<file path="src/rtl/grant_ctrl.sv">
// Single-owner grant controller: latches the encoded winner, holds its grant
// until that requester strobes done or the hold limit expires, then releases.
module grant_ctrl #(
  parameter int unsigned MAX_HOLD = 16
) (
  input  logic       clk,
  input  logic       rst,
  input  logic [1:0] code_in,
  input  logic       valid_in,
  input  logic [3:0] done,
  output logic [3:0] grant,
  output logic       busy,
  output logic       timeout,
  output logic [7:0] grant_cnt
);

  typedef enum logic [1:0] {
    IDLE    = 2'd0,
    GRANT   = 2'd1,
    RELEASE = 2'd2
  } state_t;

  localparam logic [7:0] HOLD_LAST = 8'(MAX_HOLD - 1);

  state_t     state, state_d;
  logic [1:0] owner, owner_d;
  logic [7:0] hold, hold_d;
  logic [3:0] grant_d;
  logic       busy_d, timeout_d;
  logic [7:0] cnt_d;

  // Outputs are computed here as next-state values and registered below, so
  // every output changes only on a clock edge.
  always_comb begin
    // NOTE: every signal gets a default first so no path leaves it unassigned (no latches).
    state_d   = state;
    owner_d   = owner;
    hold_d    = hold;
    grant_d   = grant;
    timeout_d = 1'b0;
    cnt_d     = grant_cnt;

    unique case (state)
      IDLE: begin
        grant_d = '0;
        hold_d  = '0;
        if (valid_in) begin
          state_d = GRANT;
          owner_d = code_in;
          grant_d = 4'(1) << code_in;
        end
      end
      GRANT: begin
        // done of the owner wins over an expiring hold counter
        if (done[owner]) begin
          state_d = RELEASE;
          grant_d = '0;
          if (grant_cnt != 8'hFF) cnt_d = grant_cnt + 8'd1;
        end else if (hold == HOLD_LAST) begin
          state_d   = RELEASE;
          grant_d   = '0;
          timeout_d = 1'b1;
        end else begin
          hold_d = hold + 8'd1;
        end
      end
      RELEASE: begin
        state_d = IDLE;
        grant_d = '0;
      end
      default: begin
        state_d = IDLE;
        grant_d = '0;
      end
    endcase

    busy_d = (state_d != IDLE);
  end

  // NOTE: sequential state uses non-blocking assignments only, so all registers update together.
  always_ff @(posedge clk) begin
    if (rst) begin
      state     <= IDLE;
      owner     <= '0;
      hold      <= '0;
      grant     <= '0;
      busy      <= 1'b0;
      timeout   <= 1'b0;
      grant_cnt <= '0;
    end else begin
      state     <= state_d;
      owner     <= owner_d;
      hold      <= hold_d;
      grant     <= grant_d;
      busy      <= busy_d;
      timeout   <= timeout_d;
      grant_cnt <= cnt_d;
    end
  end

endmodule

</file>
<file path="config.mk">
export PLATFORM = sky130hd
export DESIGN_NAME = grant_ctrl
export DESIGN_NICKNAME = d
export VERILOG_FILES = /design/src/rtl/grant_ctrl.sv
export SDC_FILE = /design/constraint.sdc
export NUM_CORES = 1
export LEC_CHECK = 0
export CAP_MARGIN = 20
export CORE_MARGIN = 2
export CORE_UTILIZATION = 46
export CTS_CLUSTER_SIZE = 16
export DETAILED_ROUTE_END_ITERATION = 10
export PLACE_DENSITY = 0.74
export SYNTH_ARGS = -nofsm -noshare
export SYNTH_HDL_FRONTEND = slang
export SYNTH_SLANG_ARGS = --single-unit
export TNS_END_PERCENT = 100
</file>
<file path="constraint.sdc">
create_clock -name clk -period 1.75 [get_ports clk]
set_input_delay 0.175 -clock clk [delete_from_list [all_inputs] [get_ports clk]]
set_output_delay 0.175 -clock clk [all_outputs]
set_load 0.05 [all_outputs]
</file>
# Word level (Yosys, flattened, before mapping)
# Index checks and enable logic that the tools add are counted.
[word_totals]
regBits = 26
in_bits = 9
output_inout_bits = 14
word_cells = 39
[op_classes]
n_addsub = 2
order_cmp = 1
eq_ne = 6
shift = 1
n_mux = 14
bitwise = 1
reduce_logical = 7
[op_table]
columns = ["cell", "n"]
rows = [
  ["adder 8 x 1 -> 8 bit (second input constant)", 2],
  ["two-way mux 8 bit", 2],
  ["one-hot mux 8 bit (2 select lines)", 1],
  ["two-way mux 4 bit", 3],
  ["== test 8 x 4 -> 1 bit (second input constant)", 1],
  ["inequality test 8 bit (second input constant)", 1],
  ["one-hot mux 4 bit (2 select lines)", 1],
  ["two-way mux 2 bit", 3],
  ["AND reduction 3 bit", 2],
  ["inequality test 2 bit (second input constant)", 2],
  ["one-hot mux 2 bit (2 select lines)", 1],
  ["nonzero test 2 bit", 2],
  ["<< shifter 1 x 2 -> 4 bit (first input constant)", 1],
  ["less-than comparator 2 x 3 -> 1 bit (second input constant)", 1],
  ["inequality test 3 bit (second input constant)", 1],
  ["OR reduction 3 bit", 1],
  ["binary-select mux 1 bit (select 2 bit)", 1],
  ["== test 2 x 1 -> 1 bit (second input constant)", 1],
  ["logical NOT 2 bit", 1],
  ["two-way mux 1 bit", 2],
  ["AND reduction 2 bit", 1],
  ["inverter 1 bit", 1],
]

# Logic depth before layout (Yosys ltp)
[depth]
word_depth = 5
ltp_mapped = 6
ltp_nobuf = 5

# Least setup slack after synthesis
# Ideal clock, no wire load.
[synth_timing]
kind = "reg2reg"
startpoint = "register hold[0]"
endpoint = "register hold[7]"
setup_ns = 0.123
t_arrival_ns = 1.723
required_time_ns = 1.627
path_slack_ns = -0.095
stages_incl_launch_ff = 6
n_path_buf = 0
synth_period_minus_slack_ns = 1.845
cell_sequence = "dfxtp_1 -> ha_1 -> nor4b_2 -> a2111oi_4 -> and3_2 -> a221o_2"
[synth_via]
elab_chain_len = 4
elab_cells_between_ends = 7
classes_between = "add/sub: 1; eq/ne: 2; mux: 3; reduce/logical: 1"
[synth_rtl]
columns = ["element", "line_no", "source"]
rows = [
  ["from (decl)", "27", "logic [7:0] hold, hold_d;"],
  ["from (signal assigned)", "93", "hold <= hold_d;"],
  ["adder 8 x 1 -> 8 bit", "64", "hold_d = hold + 8'd1;"],
  ["two-way mux 8 bit", "59", "end else if (hold == HOLD_LAST) begin"],
  ["two-way mux 8 bit", "55", "if (done[owner]) begin"],
  ["one-hot mux 8 bit (2 select lines)", "43", "unique case (state)"],
]
# Several ways; a longest one is shown, not always the timed one. The select of a mux whose other input is x is not followed.
# A chain may end at the register's enable or synchronous reset.

# Worst setup path after layout
[layout_timing]
startpoint = "register owner[0]"
endpoint = "register hold[6]"
[layout_via]
elab_chain_len = 4
[layout_rtl]
columns = ["element", "line_no", "source"]
rows = [
  ["from (decl)", "26", "logic [1:0] owner, owner_d;"],
  ["from (signal assigned)", "92", "owner <= owner_d;"],
  ["binary-select mux 1 bit (select 2 bit)", "55", ""],
  ["two-way mux 1 bit (not written as such)", "55", ""],
  ["inequality test 2 bit (no line)", "--", ""],
  ["AND reduction 3 bit (no line)", "--", ""],
]
# Every way passes these cells. The select of a mux whose other input is x is not followed.

==> flow_summary.toml <==
[detailed_routing]
drtAntennaViolNets = 0
wl_per_cell_um = 14.7
via_count = 1195
drtIter0Drc = 36
routed_via_density = 5.77
drc = 0
drt_first_pass_iters = 4
totalWireLength_um = 3050

[final_layout]
diodes = 0
fill_cells = 206
drive_above_1_share_pct = 29.4
syn2layout_area_growth_pct = 37.7
nNetsFinal = 189
design_area_um2 = 1730

[cts]
htreeDepth = 1
tritoncts = "built"
numCtsBuffers = 3
cts_root_buf = "clkbuf_4"
cts.clk_slew.worst_paths_ns = 0.14
numClockSinks = 26
clockBufferDepth = 2
cts_hold_buf = 0
clkLatencyLatePin_ns = 0.33

[critical_path]
rr_startpoint = "owner[0]$_SDFFE_PP0P_"
crit_path_top_delay_cell = "mux4_2"
rr_endpoint = "hold[6]$_SDFFE_PP0P_"
required_ns = 1.98
ff2ff_setup_slack_ns = 0.03
ff2ff_path_depth = 4
critPathBufInv = 0
critPathCaptureType = "flop"
crit_fanout = 5
path_class = "flop to flop"
cp.arrival_ns = 1.95
slowest_delay_ns = 0.57
start_kind = "flop"
path_cells = "mux4_2 -> a211oi_2 -> nor3_2 -> a221o_1"
crit_family = "compound AO/OA/AOI/OAI gates"

[place]
placed_area_um2 = 1640
gp_congestion = 0.824
portBuffers = 22
dp_slack_ns = -0.294
hpwl_um = 2140

[grt]
grt_pass1_vias = 1128
grt_max_degree = 16
grt_first_pass_wirelength_um = 5090
overflow = 0
grtUsageTotal_pct = 20.2
antenna_found_initial = 0

[synthesis]
yosys_warnings = 0
ys_seq_area_share_pct = 41.5
synth_top_area_share_pct = 41.5
syn-instance-count = 134
synth_top_area_cell = "dfxtp_1"
synth_edf_count = 0
synth_nets = 145
syn_area_um2 = 1250
yosysMostFrequentCell = "dfxtp_1"
ys.flop_type = "dfxtp_1"
synth_seq_cells = 26
yosys-top-cells-count = "26 x dfxtp_1, 13 x nand2_1, 12 x nor2_1, 9 x a21oi_1, 8 x nand3_1"
postSynth.asyncResetShare_pct = 0
avgSynthCellArea_um2 = 9.37
synth_cell_types = 45
synth_top_cells_by_area = "dfxtp_1 41%, nand2_1 3.9%, a21oi_1 3.6%, nor2_1 3.6%, nand3_1 3.2%"

[sta]
period_minus_slack_ns = 1.72
min_period_over_period_pct = 98.0
slew_headroom_pct = 66.1
fin_ws_ns = 0.0342
max_freq_mhz = 583
final_max_slew_viol_count = 0
tightest_slew_ns = 0.506
clock_skew_ns = 0.00587
hold_viol = 0
rsz0062_at_grt = "true"
finalSetupViolations = 0

[floorplan]
chipWidth_um = 56.2
core_um2 = 2520
core.rowCount = 18
io_pins = 23
die-area_um2 = 3160
initial_core_util_pct = 49.8
die_h_um = 56.2

[worst_hold_path]
worstHoldPathCells = 2
min_from = "owner[0]$_SDFFE_PP0P_"
hp-class = "flop to flop"
min_to = "owner[0]$_SDFFE_PP0P_"

[power_and_ir_drop]
power_density_nw_per_um2 = 666
ir_drop_uv = 747
leakage_uw = 0.000691

[run]
cap_violations = 0

[outcome]
status = "completed"
[state kept, by name, summed over array words and instances (netlist names)]
name,flops
hold,8
state,2
timeout,1
busy,1
owner,2
grant_cnt,8
grant,4
[worst max path at each step]
stage | start | to | slack (ns) | cells after the start
final | owner[0]$_SDFFE_PP0P_ | hold[6]$_SDFFE_PP0P_ | 0.03 | 4
after global routing | owner[0]$_SDFFE_PP0P_ | hold[6]$_SDFFE_PP0P_ | -0.02 | 4
after CTS | owner[0]$_SDFFE_PP0P_ | hold[6]$_SDFFE_PP0P_ | -0.008 | 4
after detailed placement | done[1] | hold[0]$_SDFFE_PP0P_ | -0.29 | 6
after global placement | done[3] | hold[0]$_SDFFE_PP0P_ | -0.22 | 6
after floorplan | hold[0]$_SDFFE_PP0P_ | hold[7]$_SDFFE_PP0P_ | 0.04 | 5
[per-layer routing]
| layer | track usage [%] | vias up | routed length (um) |
|---|---|---|---|
| met5 | 0 | - | 0 |
| met4 | 7.82 | 0 | 46 |
| met3 | 4.65 | 5 | 127 |
| met2 | 34.8 | 31 | 1560 |
| met1 | 24.1 | 573 | 1320 |
| li1 | - | 586 | - |
[worst reg2reg max path, cell delays in order, from the launching register on]
cell and delay, ns:
dfxtp_2 0.36, mux4_2 0.57, a211oi_2 0.23, nor3_2 0.11, a221o_1 0.36
[per-stage QoR]
step	utilization [%]	hold WS [ns]	setup TNS (ns)	cells	total power, uW
final	68.5	0.483	0	207	1150
after global routing	68.5	0.505	-0.0743	207	1210
after CTS	67.1	0.491	-0.0101	206	1160
after detailed placement	64.9	0.459	-3.54	201	844
after global placement	64.9	0.451	-2.69	201	838
after floorplan	-	0.300	0	134	753
[cells by family after synthesis]
logic type / count (synthesis) / synth area share [%]
AO/OA/AOI/OAI: 32 / 21.5
XOR/XNOR: 2 / 1.40
adder cells (fa/ha/maj): 2 / 1.99
buffers and inverters: 7 / 3.29
flip-flops: 26 / 41.5
multiplexers: 3 / 3.39
AND/OR/NAND/NOR: 62 / 26.9
[power by group]
group | total [uW] | internal [uW] | switching, uW
logic | 224 | 103 | 121
clock network | 303 | 128 | 176
registers | 624 | 610 | 14.5
[repair_timing]
item | CTS | global route
setup endpoints to repair | 12 | 16
gates resized for setup | 9 | 9
gates cloned | 0 | 1
pin swaps | 0 | 3
buffers inserted | 1 | 0
[layout by cell type (no fill, tap or decap), drive strengths merged, types with 2 or more instances in the layout]
| cell type | instances |
|---|---|
| a21oi | 10 |
| a221o | 3 |
| a22o | 4 |
| a31oi | 2 |
| and3 | 5 |
| buf | 23 |
| clkbuf | 4 |
| clkdlybuf4s50 | 16 |
| dfxtp | 26 |
| dlygate4sd2 | 5 |
| ha | 2 |
| inv | 2 |
| mux2i | 2 |
| nand2 | 13 |
| nand3 | 8 |
| nand4 | 2 |
| nor2 | 12 |
| nor3 | 6 |
| o211ai | 2 |
| o21ai | 3 |
| o31ai | 2 |
| or3 | 3 |
| or4 | 2 |
[cell type report]
type                       count  area, um2  area share, %
sequential                    26        526           30.4
multi-input combinational    101        736           42.6
inverter                       2       7.51          0.434
timing repair buffer          44        385           22.3
tap                           30       37.5           2.17
clock buffer                   4       36.3           2.10
Note: power is estimated with default switching activity, not from simulation.
